<file path="src/rtl/core_ctrl_fsm.sv">
// Multi-cycle FETCH/DECODE/EXEC/MEM/WB sequencer for the RV32I core.
// Owns PC, IR, the memory handshakes, retire counting and the sticky trap state.
module core_ctrl_fsm #(
    parameter logic [31:0] RESET_PC     = 32'h0000_0000,
    parameter int unsigned IMEM_TIMEOUT = 16
) (
    input  logic        clk,
    input  logic        rst_n,
    output logic        imem_req,
    output logic [31:0] imem_addr,
    input  logic        imem_valid,
    input  logic [31:0] imem_rdata,
    output logic [31:0] ir,
    input  logic [16:0] dec_opcode,
    input  logic [4:0]  dec_rd,
    input  logic [31:0] dec_imm,
    input  logic        br_taken,
    output logic        alu_en,
    output logic        dmem_req,
    output logic        dmem_we,
    input  logic        dmem_ready,
    output logic        rf_we,
    output logic [31:0] pc,
    output logic        retire,
    output logic [31:0] instret,
    output logic        trap,
    output logic [1:0]  trap_cause
);

    localparam int unsigned CntW = $clog2(IMEM_TIMEOUT + 1);
    localparam logic [31:0] Nop  = 32'h0000_0013;

    typedef enum logic [2:0] {
        StFetch,
        StDecode,
        StExec,
        StMem,
        StWb,
        StTrap
    } state_e;

    state_e          state_q, state_d;
    logic [31:0]     pc_q, pc_d;
    logic [31:0]     ir_q, ir_d;
    logic [31:0]     instret_q, instret_d;
    logic [CntW-1:0] cnt_q, cnt_d;
    logic            taken_q, taken_d;
    logic [1:0]      cause_q, cause_d;

    logic [6:0] op;
    logic       is_load, is_store, is_branch, is_jal, legal, writes_rd;
    logic       unused_func;

    // func7/func3 are not needed for sequencing; only the major opcode steers the FSM.
    assign unused_func = ^dec_opcode[16:7];
    assign op          = dec_opcode[6:0];

    always_comb begin
        is_load   = (op == 7'b0000011);
        is_store  = (op == 7'b0100011);
        is_branch = (op == 7'b1100011);
        is_jal    = (op == 7'b1101111);
        writes_rd = (op == 7'b0110011) || (op == 7'b0010011) || is_load ||
                    (op == 7'b0110111) || (op == 7'b0010111) || is_jal;
        legal     = writes_rd || is_store || is_branch;
    end

    always_ff @(posedge clk or negedge rst_n) begin
        if (!rst_n) begin
            state_q   <= StFetch;
            pc_q      <= RESET_PC;
            ir_q      <= Nop;
            instret_q <= '0;
            cnt_q     <= '0;
            taken_q   <= 1'b0;
            cause_q   <= 2'd0;
        end else begin
            state_q   <= state_d;
            pc_q      <= pc_d;
            ir_q      <= ir_d;
            instret_q <= instret_d;
            cnt_q     <= cnt_d;
            taken_q   <= taken_d;
            cause_q   <= cause_d;
        end
    end

    always_comb begin
        state_d   = state_q;
        pc_d      = pc_q;
        ir_d      = ir_q;
        instret_d = instret_q;
        cnt_d     = cnt_q;
        taken_d   = taken_q;
        cause_d   = cause_q;
        unique case (state_q)
            StFetch: begin
                if (pc_q[1:0] != 2'b00) begin
                    state_d = StTrap;
                    cause_d = 2'd2;
                end else if (imem_valid) begin
                    ir_d    = imem_rdata;
                    cnt_d   = '0;
                    state_d = StDecode;
                end else if (cnt_q == CntW'(IMEM_TIMEOUT - 1)) begin
                    // This is the last permitted waiting cycle.
                    state_d = StTrap;
                    cause_d = 2'd1;
                end else begin
                    cnt_d = cnt_q + CntW'(1);
                end
            end
            StDecode: begin
                if (legal) begin
                    state_d = StExec;
                end else begin
                    state_d = StTrap;
                    cause_d = 2'd3;
                end
            end
            StExec: begin
                taken_d = br_taken;
                state_d = (is_load || is_store) ? StMem : StWb;
            end
            StMem: begin
                if (dmem_ready) begin
                    state_d = StWb;
                end
            end
            StWb: begin
                pc_d      = (is_jal || (is_branch && taken_q)) ? pc_q + dec_imm : pc_q + 32'd4;
                instret_d = instret_q + 32'd1;
                state_d   = StFetch;
            end
            StTrap: begin
                state_d = StTrap;
            end
            default: begin
                state_d = StTrap;
            end
        endcase
    end

    // Strobes are decoded from the registered state; decoder inputs are stable off the IR.
    always_comb begin
        imem_req   = (state_q == StFetch) && (pc_q[1:0] == 2'b00);
        imem_addr  = pc_q;
        ir         = ir_q;
        alu_en     = (state_q == StExec);
        dmem_req   = (state_q == StMem);
        dmem_we    = (state_q == StMem) && is_store;
        rf_we      = (state_q == StWb) && writes_rd && (dec_rd != 5'd0);
        pc         = pc_q;
        retire     = (state_q == StWb);
        instret    = instret_q;
        trap       = (state_q == StTrap);
        trap_cause = cause_q;
    end

endmodule
</file>
<file path="config.mk">
export PLATFORM = sky130hd
export DESIGN_NAME = core_ctrl_fsm
export DESIGN_NICKNAME = d
export VERILOG_FILES = /design/src/rtl/core_ctrl_fsm.sv
export SDC_FILE = /design/constraint.sdc
export NUM_CORES = 1
export LEC_CHECK = 0
export CORE_MARGIN = 2
export CORE_UTILIZATION = 35
export CTS_BUF_LIST = sky130_fd_sc_hd__clkbuf_4
export CTS_CLUSTER_DIAMETER = 60
export DETAILED_ROUTE_END_ITERATION = 7
export GPL_ROUTABILITY_DRIVEN = 0
export PLACE_DENSITY_LB_ADDON = 0.1
export SLEW_MARGIN = 20
export SYNTH_ARGS = -nofsm -noshare
export SYNTH_HDL_FRONTEND = slang
export SYNTH_SLANG_ARGS = --single-unit
</file>
<file path="constraint.sdc">
create_clock -name clk -period 2.4 [get_ports clk]
set_input_delay 0.36 -clock clk [delete_from_list [all_inputs] [get_ports clk]]
set_output_delay 0.36 -clock clk [all_outputs]
set_load 0.02 [all_outputs]
</file>
# Word-level counts from Yosys, hierarchy flattened
# Cells that the tools add are included.
# word_totals
ff_bits	107
input_bits	91
out_inout_bits	137
word_cells	70
# classes
addsub	4
n_eq_ne	20
mux	15
bitwise	1
reduce_logical	23
# ops
op	n
32-bit by 1-bit adder with 32-bit output, second input constant	1
32-bit by 3-bit adder with 32-bit output, second input constant	1
32-bit adder	1
32-bit two-way mux	1
7-bit by 6-bit == test with 1-bit output, second input constant	3
3-bit two-way mux	6
3-bit case mux with 5 select lines	1
7-bit by 5-bit == test with 1-bit output, second input constant	2
7-bit == test, second input constant	2
5-bit two-way mux	2
1-bit logical OR	9
2-bit two-way mux	4
7-bit by 2-bit == test with 1-bit output, second input constant	1
3-bit by 2-bit == test with 1-bit output, second input constant	2
3-bit == test, second input constant	2
3-bit != test, second input constant	2
3-bit AND reduction	2
5-bit by 1-bit adder with 5-bit output, second input constant	1
5-bit by 4-bit == test with 1-bit output, second input constant	1
1-bit logical AND	5
5-bit nonzero test	1
2-bit != test, second input constant	2
4-bit != test, second input constant	1
2-bit case mux with 2 select lines	1
other kinds (8)	9

# Depth between registers and ports, before layout
# Gate-level depths: netlist of run 1.
# logic_depth
word_depth	10
depth_mapped	10
depth_no_buf	10

# Least setup slack after synthesis of run 1
# No wires, ideal clock.
# synth_path
path_kind	register -> register
from	register pc_q[0] (netlist: imem_addr[0])
to	register pc_q[24] (netlist: imem_addr[24])
setup_ns	0.126
t_arrival_ns	2.618
required_time_ns	2.274
setup_slack_ns	-0.344
stages_incl_launch_ff	11
path_buffers	0
synth_period_minus_slack_ns	2.744
cell_sequence	dfrtp_1 -> ha_1 -> fa_1 -> a21oi_1 -> nor2_1 -> o311ai_1 -> nand2_1 -> a221o_1 -> nand3_1 -> mux2i_1 -> a221o_1
# synth_between
elab_chain_len	2
word_cells_on_any_way	3
cone_classes	add/sub (2); mux (1)
# synth_lines
item	line_no	rtl
from (decl)	43	logic [31:0] pc_q, pc_d;
from (signal assigned)	79	pc_q <= pc_d;
32-bit by 3-bit adder with 32-bit output / 32-bit adder (equally long branches)	131	pc_d = (is_jal || (is_branch && taken_q)) ? pc_q + dec_imm : pc_q + 32'd4;
32-bit two-way mux *	131	
# Every way passes the cells marked *; elsewhere a longest branch is shown, timed or not.
# A chain may end at the register's enable or synchronous reset.

# Worst setup path after layout of run 1
# Ends and elaborated chain as after synthesis.

==> reports/results.txt, run 1 <==
vias in the first global route - 6918
clock network fraction of total power - 11.3%
Global Route met3 Usage - 3.35%
initial drt markers - 457
Core Region - 19500 µm²
switching power - 4170 µW
Post-synth ARST share - 100%
Die ar. - 21100 µm²
CP arrival - 3.03 ns
LEAKAGE - 0.00474 µW
Clk pin slew, worst setup/hold paths - 0.19 ns
Vias - 7033
synthesized area - 7000 µm²
CP Launch Type - flop
met2 Use GR - 35.6%
antenna fix cells - 0
max_slew headroom - 60.7%
IO Count - 228
maxcap violations - 0
Nets - 1229
CP Capture Type - flop
fin cells - 1372
busiest metal layer after global routing - met2
Yosys warnings - 0
cts bufs inserted - 9
worst slew pin tran - 0.590 ns
period utilisation layout - 110%
Pwr Density - 912 nW/µm²
CP max-delay cell - dfrtp_2
CP required - 2.79 ns
fmax - 379 MHz
largest net degree at the start of global routing - 39
DPL Wire Length - 17.6 mm
Clock Path Buffers - 2
final setup vio count - 14
Starting Density - 35.8%
Most Frequent Cell on Critical Path - a221o_1
Post-Place Cells - 1343
Buffers on Ports - 217
switching share of total power - 40.9%
final worst setup slack - -0.238 ns
later-pin clock latency in the skew report - 0.47 ns
Seq/Total Area, Yosys - 38.3%
DRC viols - 0
status - finished, violations left
1st-pass router iterations - 6
antenna violations before repair - 0
Root Buffer Master - clkbuf_4
M1 GR Usage - 27.9%
Peak VDD IR - 0.000460 V
row cnt - 51
post-synthesis net count - 896
skew final - 0.0312 ns
min Tclk post-route - 2.64 ns
CTS tree - built
Synth area leaders - dfrtp_1 (37%), ha_1 (6.3%), mux2_2 (5.8%)
Clock Sinks - 107
ys flop type - dfrtp_1
Hold WC Path Type - in -> async
most common cell in the netlist - dfrtp_1
RSZ-0062 raised after global routing - yes
htree depth - 3
Synth cell types - 66
post-synthesis average cell area - 9.10 µm²
share of cells above drive strength 1 - 28.8%
gr usage total - 20.9%
Cell Chain, Critical Path - ha_4 > fa_2 > a21oi_2 > nor2_2 > o311ai_2 > nand2_2 > a221o_1 > nand3_1 > mux2i_1 > a221o_1
failing checks - negative setup slack
Core Util, Final - 57.2%
CP Class - reg -> reg
Synth top area share - 37.2%
EDFF count, synth - 0
global route overflow - 0
Synth area leader - dfrtp_1
Commonest cells post-synth - dfrtp_1 (104), nand2_1 (68), nor2_1 (67)
Fillers - 1806
Final Hold Viols - 0
Pint - 6020 µW
Critical Path Fanout Max - 3
cells after synthesis - 769
Comb power frac - 62.1%
drt wl/cell - 16.4 µm
Die H - 145 µm
#FFs+latches synth - 107
Slew Viols, Final - 0
Max stage delay on crit path - 0.46 ns
Post-Route WL - 22.5 mm
Detail Route Antenna Nets - 0
Area Overhead vs Synth - 59.6%
first-pass GRT wire length - 36.2 mm
Die Wd - 145 µm
Vias per Instance - 5.13
Seq pwr share - 26.6%
-- area by class of cell --
cell class / instances / area [µm²] / share of cell area [%]
repair buffers: 382 / 3470 / 31.0
clock inverters: 6 / 105 / 0.941
clock buffers: 10 / 75.1 / 0.672
well taps: 265 / 332 / 2.97
multi-input cells: 589 / 4430 / 39.7
flip-flops and latches: 107 / 2700 / 24.2
inverters: 13 / 55.1 / 0.493
-- worst max-delay path: cells and delay by family, from the launching register on --
kind            cells  cell delay, ns
flops               1            0.46
fa+ha+maj           2            0.52
compound gates      4            1.17
simple gates        3            0.32
mux                 1            0.08
-- per-layer routing --
metal	up-vias	wire length [µm]	share of wire [%]
li1	3426	-	-
met1	3348	10100	45
met2	233	10800	48
met3	26	1230	5.4
met4	0	319	1.4
met5	-	0	0
-- path summary, 6_finish.rpt --
path	startpoint	end	slack, ns	cells after the start
setup reg to reg	imem_addr[0]	imem_addr[24]	-0.24	10
hold reg to reg	instret[31]	instret[31]	0.49	1
setup / recovery	imem_addr[0]	imem_addr[24]	-0.24	10
min in group clk	br_taken	taken_q	0.48	2
hold / removal	rst_n	ir[12]	0.40	2
max in group asynchronous	rst_n	ir[21]	1.27	3
-- placed cells by master (no fill, tap or decap), types with 5 or more instances in the layout --
cell type / n
clkdlybuf4s50_1: 211
and4_1: 5
ha_4: 15
a21o_1: 10
buf_6: 6
clkbuf_4: 10
o21ai_2: 8
xnor2_1: 40
o211ai_1: 6
a21oi_2: 6
ha_1: 19
nor3_1: 15
a31oi_1: 7
dfrtp_2: 15
nand2_1: 63
o22ai_1: 9
mux2_2: 36
nor2_1: 65
dfrtp_1: 89
a21oi_1: 56
buf_4: 157
nor2b_1: 9
a221oi_1: 5
o21a_1: 5
and3_1: 20
o21ai_0: 31
nand4_1: 14
inv_1: 11
xor2_1: 14
nor3b_1: 5
nand3_1: 32
-- what timing repair did --
item,in CTS,in global routing
pin swaps,24,39
hold buffers,1,0
resized for setup,40,54
buffers inserted,7,6
endpoints found under the setup margin,26,33
endpoints found under the hold margin,32,0
-- logic make-up (layout without fill, tap and decap cells) --
kind of cell,count (synthesis),after routing,share of synthesized area (%)
flip-flops,107,107,38.3
AND/OR/NAND/NOR,267,267,18.6
XOR/XNOR,57,57,7.13
multiplexers,39,39,6.22
AO/OA/AOI/OAI,190,190,17.4
buffers and inverters,73,411,5.77
adder cells (fa/ha/maj),36,36,6.54
-- state kept, by name, summed over array words and instances, names as in the netlist --
register and flops:
imem_addr 32, instret 32, ir 32, cnt_q 5
state_q 3, trap_cause 2, taken_q 1
-- power groups by stage --
stage               sequential, µW  combinational (µW)  clock, µW
floorplan                     3370                2600          0
global placement              2720                5860          0
detailed placement            2740                5880          0
CTS                           2710                6110       1190
global route                  2800                6810       1250
finish                        2710                6330       1150
-- stage by stage --
stage / cell area [µm²] / setup TNS [ns] / power (µW) / hold WS, ns / setup WS (ns)
3_3_place_gp: 10500 / -12.04 / 8580 / 0.404 / -0.714
6_report: 11200 / -1.43 / 10200 / 0.397 / -0.238
5_1_grt: 11200 / -3.93 / 10900 / 0.423 / -0.401
4_1_cts: 10900 / -2.01 / 10000 / 0.388 / -0.306
3_5_place_dp: 10500 / -12.07 / 8630 / 0.409 / -0.721
2_1_floorplan: 7210 / -0.435 / 5970 / 0.0644 / -0.178
Power figures use the tool's default switching activity.
==> inputs of run 2 (changes only) <==
CORE_UTILIZATION = 25   (was 35)
PLACE_DENSITY = 0.5   (was unset)
PLACE_DENSITY_LB_ADDON = unset   (was 0.1)
clock period = 3.02 ns   (was 2.4 ns; I/O delays follow)
==> reports/results.txt, run 2 (synthesized netlist as in run 1, its figures left out) <==
Die H - 171 µm
min Tclk post-route - 2.83 ns
Peak VDD IR - 0.000370 V
Hold WC Path Type - in -> async
Vias per Instance - 4.70
Root Buffer Master - clkbuf_4
Global Route met3 Usage - 2.44%
CP Launch Type - flop
Max stage delay on crit path - 0.48 ns
M1 GR Usage - 21.5%
largest net degree at the start of global routing - 65
gr usage total - 15.3%
Clk pin slew, worst setup/hold paths - 0.21 ns
WP buf/inv - 0
Clock Sinks - 107
Core Region - 27700 µm²
Detail Route Antenna Nets - 0
R2R Path Start - imem_addr[15]
CP arrival - 3.24 ns
IO Count - 228
Die ar. - 29300 µm²
htree depth - 3
skew final - 0.0273 ns
fmax - 353 MHz
Die Wd - 171 µm
Final Hold Viols - 0
commonest non-fill, non-tap cell in the layout - clkdlybuf4s50_1
Worst path top cell family by delay - compound AO/OA/AOI/OAI gates
Vias - 6608
drt wl/cell - 16.3 µm
Cell Chain, Critical Path - ha_1 > o21ai_0 > o22ai_2 > a2111oi_4 > o211ai_2 > a311oi_2 > o31ai_1 > a211o_1 > xor2_1
busiest metal layer after global routing - met2
LEAKAGE - 0.00423 µW
WHS - 0.313 ns
maxcap violations - 0
row cnt - 61
Crit Reg-Reg Endpoint - imem_addr[31]
CP Capture Type - flop
first-pass GRT wire length - 35.1 mm
CP max-delay cell - dfrtp_1
Starting Density - 25.3%
reg2reg setup slack - 0.19 ns
Pwr Density - 725 nW/µm²
Critical Path Fanout Max - 6
Clock Path Buffers - 2
worst reg-to-reg path cell count - 9
Buffers on Ports - 217
met2 Use GR - 25.1%
DPL Wire Length - 17.6 mm
DRC viols - 0
max_slew headroom - 57.1%
RSZ-0062 raised after global routing - no
later-pin clock latency in the skew report - 0.50 ns
global route overflow - 0
Area Overhead vs Synth - 45.3%
antenna fix cells - 0
CTS tree - built
cts bufs inserted - 9
status - complete, no violations
share of cells above drive strength 1 - 15.8%
Nets - 1150
postcts setup bufs - 0
Slew Viols, Final - 0
post-route setup TNS - 0 ns
final setup vio count - 0
CP Class - reg -> reg
Post-Route WL - 23.0 mm
antenna violations before repair - 0
vias in the first global route - 6380
CP required - 3.43 ns
worst slew pin tran - 0.636 ns
initial drt markers - 384
period utilisation layout - 93.8%
1st-pass router iterations - 5
commonest cells after routing, fill and taps aside - clkdlybuf4s50_1 (214), dfrtp_1 (103), buf_4 (82)
==> run 2: where the power goes <==
| part | internal, µW | switching [µW] |
|---|---|---|
| sequential | 1850 | 329 |
| combinational | 2110 | 2250 |
| clock | 208 | 623 |
==> run 2: worst reg2reg max path, cell delays in order, from the launching register on <==
cell       delay [ns]
dfrtp_1          0.48
ha_1             0.35
o21ai_0          0.28
o22ai_2          0.15
a2111oi_4        0.39
o211ai_2         0.20
a311oi_2         0.33
o31ai_1          0.13
a211o_1          0.31
xor2_1           0.14
==> run 2: worst max path at each step <==
stage                              from            end  slack [ns]  cells after the start
after floorplan            imem_addr[0]  imem_addr[24]        0.28                     10
after global placement       dec_imm[0]  imem_addr[26]       -0.51                     11
after detailed placement     dec_imm[0]  imem_addr[26]       -0.50                     11
after CTS                  imem_addr[0]  imem_addr[24]        0.01                     10
after global routing      imem_addr[15]  imem_addr[31]        0.02                      9
final                     imem_addr[15]  imem_addr[31]        0.19                      9
==> run 2: what timing repair did <==
item | in CTS | in global routing
endpoints found under the setup margin | 6 | 9
gates resized for setup | 6 | 3
hold buffers | 1 | 0
pin swaps | 1 | 0
endpoints found under the hold margin | 13 | 0
==> run 2: layout make-up <==
class                      instances  area [µm²]
fill                            2855       17500
clock buffer                       9        67.6
sequential                       107        2680
clock inverter                     7        93.8
inverter                          13        52.6
multi-input combinational        589        3940
timing repair buffer             303        2870
tap                              378         473
==> run 2: metrics by stage <==
stage	power [µW]	util, %	worst slack, ns	cells	cell area, µm²
6_report	7370	36.7	0.186	1406	10200
5_1_grt	7920	36.7	0.0210	1406	10200
4_1_cts	7490	36.7	0.0124	1406	10200
3_5_place_dp	6600	36.0	-0.498	1389	9970
3_3_place_gp	6570	36.0	-0.505	1389	9970
2_1_floorplan	4630	-	0.276	769	7000
==> run 2: layer usage <==
metal | part of all wire [%] | up-vias
li1 | - | 3273
met1 | 48 | 3128
met2 | 46 | 193
met3 | 4.9 | 14
met4 | 1.2 | 0
met5 | 0 | -
